<file path="src/rtl/vision_pkg.sv">
// vision_pkg: shared pixel-pipeline types and widths.
//   pixel_t  - 8-bit raw pixel value
//   PAIR_W   - width of a horizontal pair sum (two pixels)
//   SUM_W    - width of a full 2x2 block sum (four pixels)
package vision_pkg;

    typedef logic [7:0] pixel_t;

    localparam int PAIR_W = 9;
    localparam int SUM_W  = 10;

endpackage

</file>
<file path="src/rtl/linebuf_ram.sv">
// linebuf_ram: simple dual-port line buffer, one write port and one
// registered read port (data valid the cycle after re is sampled).
// The read register holds its value until the next read.
// Ports:
//   clk   - clock, rising edge
//   we    - write enable
//   waddr - write address
//   wdata - write data
//   re    - read enable
//   raddr - read address
//   rdata - registered read data
module linebuf_ram #(
    parameter int DEPTH = 8,
    parameter int WIDTH = 9
) (
    input  logic                     clk,
    input  logic                     we,
    input  logic [$clog2(DEPTH)-1:0] waddr,
    input  logic [WIDTH-1:0]         wdata,
    input  logic                     re,
    input  logic [$clog2(DEPTH)-1:0] raddr,
    output logic [WIDTH-1:0]         rdata
);

    logic [WIDTH-1:0] mem_q [DEPTH];

    always_ff @(posedge clk) begin
        if (we) begin
            mem_q[waddr] <= wdata;
        end
        if (re) begin
            rdata <= mem_q[raddr];
        end
    end

endmodule

</file>
<file path="src/rtl/pixel_bin2x2.sv">
// pixel_bin2x2: 2x2 binning of a raster pixel stream.
// Even rows store horizontal pair sums in a line buffer; odd rows add the
// stored pair to the current pair and emit the block mean (sum >> 2).
// Build option: define PIXEL_BIN_ROUND_EN to round ((sum + 2) >> 2)
// instead of truncating.
// Ports:
//   clk         - clock, rising edge
//   rst         - asynchronous active-high reset
//   i_sof/i_eof - first/last pixel of input frame (qualified by i_vld)
//   i_dat       - input pixel, raster order
//   i_vld       - input pixel strobe, no backpressure
//   o_sof/o_eof - first/last binned pixel of frame
//   o_dat       - binned pixel
//   o_vld       - binned pixel strobe, one cycle
//   o_frame_err - one-cycle pulse on a framing violation
module pixel_bin2x2
    import vision_pkg::*;
#(
    parameter int COLS = 16,
    parameter int ROWS = 12
) (
    input  logic       clk,
    input  logic       rst,
    input  logic       i_sof,
    input  logic       i_eof,
    input  logic [7:0] i_dat,
    input  logic       i_vld,
    output logic       o_sof,
    output logic       o_eof,
    output logic [7:0] o_dat,
    output logic       o_vld,
    output logic       o_frame_err
);

    localparam int CW = $clog2(COLS);
    localparam int RW = (ROWS > 2) ? $clog2(ROWS) : 1;
    localparam int AW = $clog2(COLS / 2);

    localparam logic [CW-1:0] COL_LAST = CW'(COLS - 1);
    localparam logic [RW-1:0] ROW_LAST = RW'(ROWS - 1);

    localparam logic [0:0] ST_IDLE   = 1'b0;
    localparam logic [0:0] ST_ACTIVE = 1'b1;

`ifdef PIXEL_BIN_ROUND_EN
    localparam logic [SUM_W-1:0] RND = SUM_W'(2);
`else
    localparam logic [SUM_W-1:0] RND = '0;
`endif

    if ((COLS % 2) != 0 || COLS < 4) begin : g_bad_cols
        $error("pixel_bin2x2: COLS must be even and >= 4");
    end
    if ((ROWS % 2) != 0 || ROWS < 2) begin : g_bad_rows
        $error("pixel_bin2x2: ROWS must be even and >= 2");
    end

    logic [0:0]    state_q, state_d;
    logic [CW-1:0] col_q, col_d;
    logic [RW-1:0] row_q, row_d;
    pixel_t        pix_q, pix_d;
    logic          o_sof_q, o_sof_d;
    logic          o_eof_q, o_eof_d;
    logic          o_vld_q, o_vld_d;
    logic          o_err_q, o_err_d;
    pixel_t        o_dat_q, o_dat_d;

    logic [CW-1:0]     cur_col;
    logic [RW-1:0]     cur_row;
    logic              at_last;
    logic              take;
    logic              we, re;
    logic [AW-1:0]     lb_addr;
    logic [PAIR_W-1:0] pair;
    logic [PAIR_W-1:0] rdata;
    logic [SUM_W-1:0]  sum;
    pixel_t            binned;

    linebuf_ram #(
        .DEPTH (COLS / 2),
        .WIDTH (PAIR_W)
    ) u_linebuf (
        .clk   (clk),
        .we    (we),
        .waddr (lb_addr),
        .wdata (pair),
        .re    (re),
        .raddr (lb_addr),
        .rdata (rdata)
    );

    always_comb begin
        state_d = state_q;
        col_d   = col_q;
        row_d   = row_q;
        pix_d   = pix_q;
        o_sof_d = 1'b0;
        o_eof_d = 1'b0;
        o_vld_d = 1'b0;
        o_err_d = 1'b0;
        o_dat_d = o_dat_q;
        we      = 1'b0;
        re      = 1'b0;
        take    = 1'b0;

        // A start-of-frame pixel is always position (0,0), even mid-frame.
        cur_col = i_sof ? '0 : col_q;
        cur_row = i_sof ? '0 : row_q;
        at_last = (cur_col == COL_LAST) && (cur_row == ROW_LAST);

        lb_addr = cur_col[CW-1:1];
        pair    = {1'b0, pix_q} + {1'b0, i_dat};
        sum     = {1'b0, rdata} + {1'b0, pair};
        binned  = pixel_t'((sum + RND) >> 2);

        if (i_vld) begin
            if (i_sof) begin
                o_err_d = (state_q == ST_ACTIVE);
                state_d = ST_ACTIVE;
                take    = 1'b1;
            end else if (state_q == ST_ACTIVE) begin
                // End-of-frame must coincide exactly with the last position.
                if (i_eof != at_last) begin
                    o_err_d = 1'b1;
                    state_d = ST_IDLE;
                    col_d   = '0;
                    row_d   = '0;
                end else begin
                    take = 1'b1;
                end
            end
        end

        if (take) begin
            if (!cur_col[0]) begin
                pix_d = i_dat;
                re    = cur_row[0];
            end else if (!cur_row[0]) begin
                we = 1'b1;
            end else begin
                o_vld_d = 1'b1;
                o_dat_d = binned;
                o_sof_d = (cur_row == RW'(1)) && (cur_col == CW'(1));
                o_eof_d = at_last;
            end

            if (at_last) begin
                state_d = ST_IDLE;
                col_d   = '0;
                row_d   = '0;
            end else if (cur_col == COL_LAST) begin
                col_d = '0;
                row_d = cur_row + RW'(1);
            end else begin
                col_d = cur_col + CW'(1);
                row_d = cur_row;
            end
        end
    end

    always_ff @(posedge clk or posedge rst) begin
        if (rst) begin
            state_q <= ST_IDLE;
            col_q   <= '0;
            row_q   <= '0;
            pix_q   <= '0;
            o_sof_q <= 1'b0;
            o_eof_q <= 1'b0;
            o_vld_q <= 1'b0;
            o_err_q <= 1'b0;
            o_dat_q <= '0;
        end else begin
            state_q <= state_d;
            col_q   <= col_d;
            row_q   <= row_d;
            pix_q   <= pix_d;
            o_sof_q <= o_sof_d;
            o_eof_q <= o_eof_d;
            o_vld_q <= o_vld_d;
            o_err_q <= o_err_d;
            o_dat_q <= o_dat_d;
        end
    end

    assign o_sof       = o_sof_q;
    assign o_eof       = o_eof_q;
    assign o_vld       = o_vld_q;
    assign o_frame_err = o_err_q;
    assign o_dat       = o_dat_q;

endmodule

</file>
<file path="config.mk">
export PLATFORM = sky130hd
export DESIGN_NAME = pixel_bin2x2
export DESIGN_NICKNAME = d
export VERILOG_FILES = /design/src/rtl/vision_pkg.sv /design/src/rtl/linebuf_ram.sv /design/src/rtl/pixel_bin2x2.sv
export SDC_FILE = /design/constraint.sdc
export NUM_CORES = 1
export LEC_CHECK = 0
export ABC_AREA = 1
export CORE_MARGIN = 2
export CORE_UTILIZATION = 45
export CTS_CLUSTER_SIZE = 28
export DETAILED_ROUTE_END_ITERATION = 12
export PLACE_DENSITY = 0.67
export SKIP_LAST_GASP = 1
export SLEW_MARGIN = 20
export SYNTH_ARGS = -nofsm -noshare
export SYNTH_HDL_FRONTEND = slang
export SYNTH_SLANG_ARGS = --single-unit
</file>
<file path="constraint.sdc">
create_clock -name clk -period 2.75 [get_ports clk]
set_clock_uncertainty 0.05 [all_clocks]
set_input_delay 0.275 -clock clk [delete_from_list [all_inputs] [get_ports clk]]
set_output_delay 0.275 -clock clk [all_outputs]
set_load 0.02 [all_outputs]
</file>
==> run metrics <==
status=complete, no violations; hpwl dp=8851 um; Worst-path clk slew=70 ps; Initial DRT Pass Iterations=5; synthesized cell area=5315 um2; Tmin final=2634 ps; chip width=112.7 um; Synth-to-Final Area Change=24.20%; Critical path origin=pix_q[0]; CP Capture Point=o_dat[7]; Post-synth top flop=edfxtp_1; ANT cells=0; hold_buf cts=0; final core utilization=0.5757; vias per cell=5.244; initial antenna violation count=0; Worst R2R End=o_dat[7]; ANT nets after route=0; Final Cycle Share=0.9577; Setup crit end kind=flip-flop; peak supply drop=0.4491 mV; DRT iter0 DRCs=272; first-pass GRT wire length=19440 um; CP Data Arrival Time=2830 ps; Starting Density=0.4635; top-level port count=25; Routed WL per cell=15.66 um; Seq cells post-synth=110; GRT Resource Usage Total=0.1988; critical path class=flip-flop to flip-flop; Core Rows=39; Mapped Cells=527; number of global-route vias before repair=3867; GPL Wtd Cong=0.8832; # DRC=0; drt total wl=12050 um; largest net degree at the start of global routing=30; clock buffer depth=2; CP required=2950 ps; GRT overflow=0; CTS tree=yes; placed cell count=751; # nets final=656; Port Buffers=24; reg2reg start=pix_q[0]; Post-synth EDFFs=81; Max Slew Vio Count=0; final hold violation count=0; PwrDens=757.8 nW/um2; reg2reg path depth=15; Num CTS Buffers=9; CTS root buffer=clkbuf_16; Slew HR=0.6277; Achievable Freq=379.7 MHz; Min-Delay Path Class=input pin to flip-flop; Cell variety after synth=33; flop2flop setup slack=120 ps; Worst-Margin Slew=557.9 ps; CTS H-tree depth=3; non-filler cells, final=769; Avg Inst Size Synth=10.09 um2; register area share after synthesis=0.5942; DR vias=4033; latest clock arrival within the worst-skew pair=350 ps; Sink Count=110; Yosys warning count=0; Net Count, Synth=562; CP Launch Type=flip-flop; Die Span Y=112.7 um; Max Fanout on Critical Path=3; core area=11470 um2; hold slack final=157.1 ps; fraction of registers with async set/reset=0.2636; total of max-cap violations=0; final setup violating endpoints=0; die area=12700 um2; LEAKAGE=2.926 nW; layout cell share with drive strength beyond 1=0.2061
-- sequential cells by signal, summed over array words and instances, names as in the netlist --
register,count
state_q,1
o_dat,8
o_frame_err,1
o_eof,1
pix_q,8
u_linebuf.mem_q,72
o_sof,1
o_vld,1
row_q,4
u_linebuf.rdata,9
col_q,4
-- worst max-delay path: stages, from the launching register on --
cell and delay, ps:
dfrtp_1 360, ha_2 180, inv_1 50, fa_2 390
inv_2 70, nand4_1 90, o211ai_1 130, a21oi_1 120
o21bai_1 270, ha_1 330, inv_2 80, o21bai_1 90
a21oi_2 110, nand3_1 80, nand3_1 90, nand2_1 50
-- cell usage after synthesis, types with 3 or more instances --
master / n / area, um2
xnor2_1: 4 / 35.03
buf_6: 4 / 45.04
xor2_1: 9 / 78.83
ha_1: 21 / 262.8
a21oi_1: 16 / 80.08
o21bai_1: 3 / 22.52
edfxtp_1: 81 / 2432
nor2_1: 35 / 131.4
dfrtp_1: 29 / 725.7
inv_1: 53 / 198.9
buf_2: 4 / 20.02
nand2_1: 146 / 548.0
nand3_1: 59 / 295.3
o21ai_0: 11 / 55.05
nand2_2: 4 / 25.02
nor2_2: 7 / 43.79
nand4_1: 13 / 81.33
a31oi_1: 7 / 43.79
-- how the worst min path moves through the flow --
stage              from  slack, ps  depth (start not counted)        to
2_1_floorplan       rst        300                          1  col_q[0]
3_3_place_gp   o_dat[1]        400                          2  o_dat[1]
3_5_place_dp   o_dat[0]        410                          2  o_dat[0]
4_1_cts             rst        260                          3  col_q[1]
5_1_grt        i_dat[0]        190                          3  pix_q[0]
6_report       i_dat[0]        160                          3  pix_q[0]
-- stage by stage --
stage | instance area, um2 | worst slack [ps] | total power, mW | TNS, ps
6_report | 6601 | 116.3 | 5.002 | 0
4_1_cts | 6466 | 61.32 | 4.847 | 0
3_5_place_dp | 6161 | -316.1 | 3.526 | -2880
2_1_floorplan | 5315 | 95.32 | 2.881 | 0
5_1_grt | 6601 | -54.29 | 5.274 | -102.5
3_3_place_gp | 6161 | -296.5 | 3.500 | -1898
-- per-layer routing --
metal	wire length (um)	up-vias	track usage	part of all wire
met5	0	-	0	0
met4	180	0	0.06667	0.015
met3	620	18	0.03348	0.051
met2	5669	126	0.3194	0.47
met1	5574	1919	0.2766	0.46
li1	-	1970	-	-
-- final cells by class --
cell class,count,area [um2]
fillers,966,4866
flip-flops and latches,110,3158
multi-input cells,351,1987
repair buffers,92,753.2
clock buffers,9,225.2
inverters,57,219.0
well taps,143,178.9
clock inverters,7,80.08
-- power by group --
part / internal (mW) / leakage [nW] / switching [mW]
sequential: 2.00 / 1.11 / 0.0367
clock: 0.721 / 0.154 / 0.613
combinational: 0.694 / 1.66 / 0.934
total: 3.42 / 2.93 / 1.58
-- logic make-up (layout without fill, tap and decap cells) --
logic type | after synthesis | in the layout | share of synthesized area
adder cells (fa/ha/maj) | 22 | 22 | 0.05320
AND/OR/NAND/NOR | 276 | 276 | 0.2347
XOR/XNOR | 13 | 13 | 0.02142
AO/OA/AOI/OAI | 40 | 40 | 0.04237
buffers and inverters | 66 | 165 | 0.05414
flip-flops | 110 | 110 | 0.5942
-- cell usage in the layout, fill, tap and decap left out, types with 8 or more instances in the layout --
| cell type | instances |
|---|---|
| clkbuf_16 | 9 |
| buf_4 | 68 |
| o21ai_0 | 11 |
| inv_1 | 49 |
| nor2_1 | 33 |
| edfxtp_1 | 81 |
| nand2_1 | 143 |
| nand4_1 | 13 |
| nor2_2 | 9 |
| xor2_1 | 8 |
| dfrtp_1 | 29 |
| ha_1 | 17 |
| nand3_1 | 57 |
| clkdlybuf4s50_1 | 23 |
| a21oi_1 | 14 |
-- what timing repair did --
| item | CTS | global route |
|---|---|---|
| setup buffers | 0 | 2 |
| resized for setup | 0 | 26 |
| setup endpoints to repair | 0 | 6 |
| hold endpoints to repair | 0 | 0 |
Note: power is estimated with default switching activity, not from simulation.
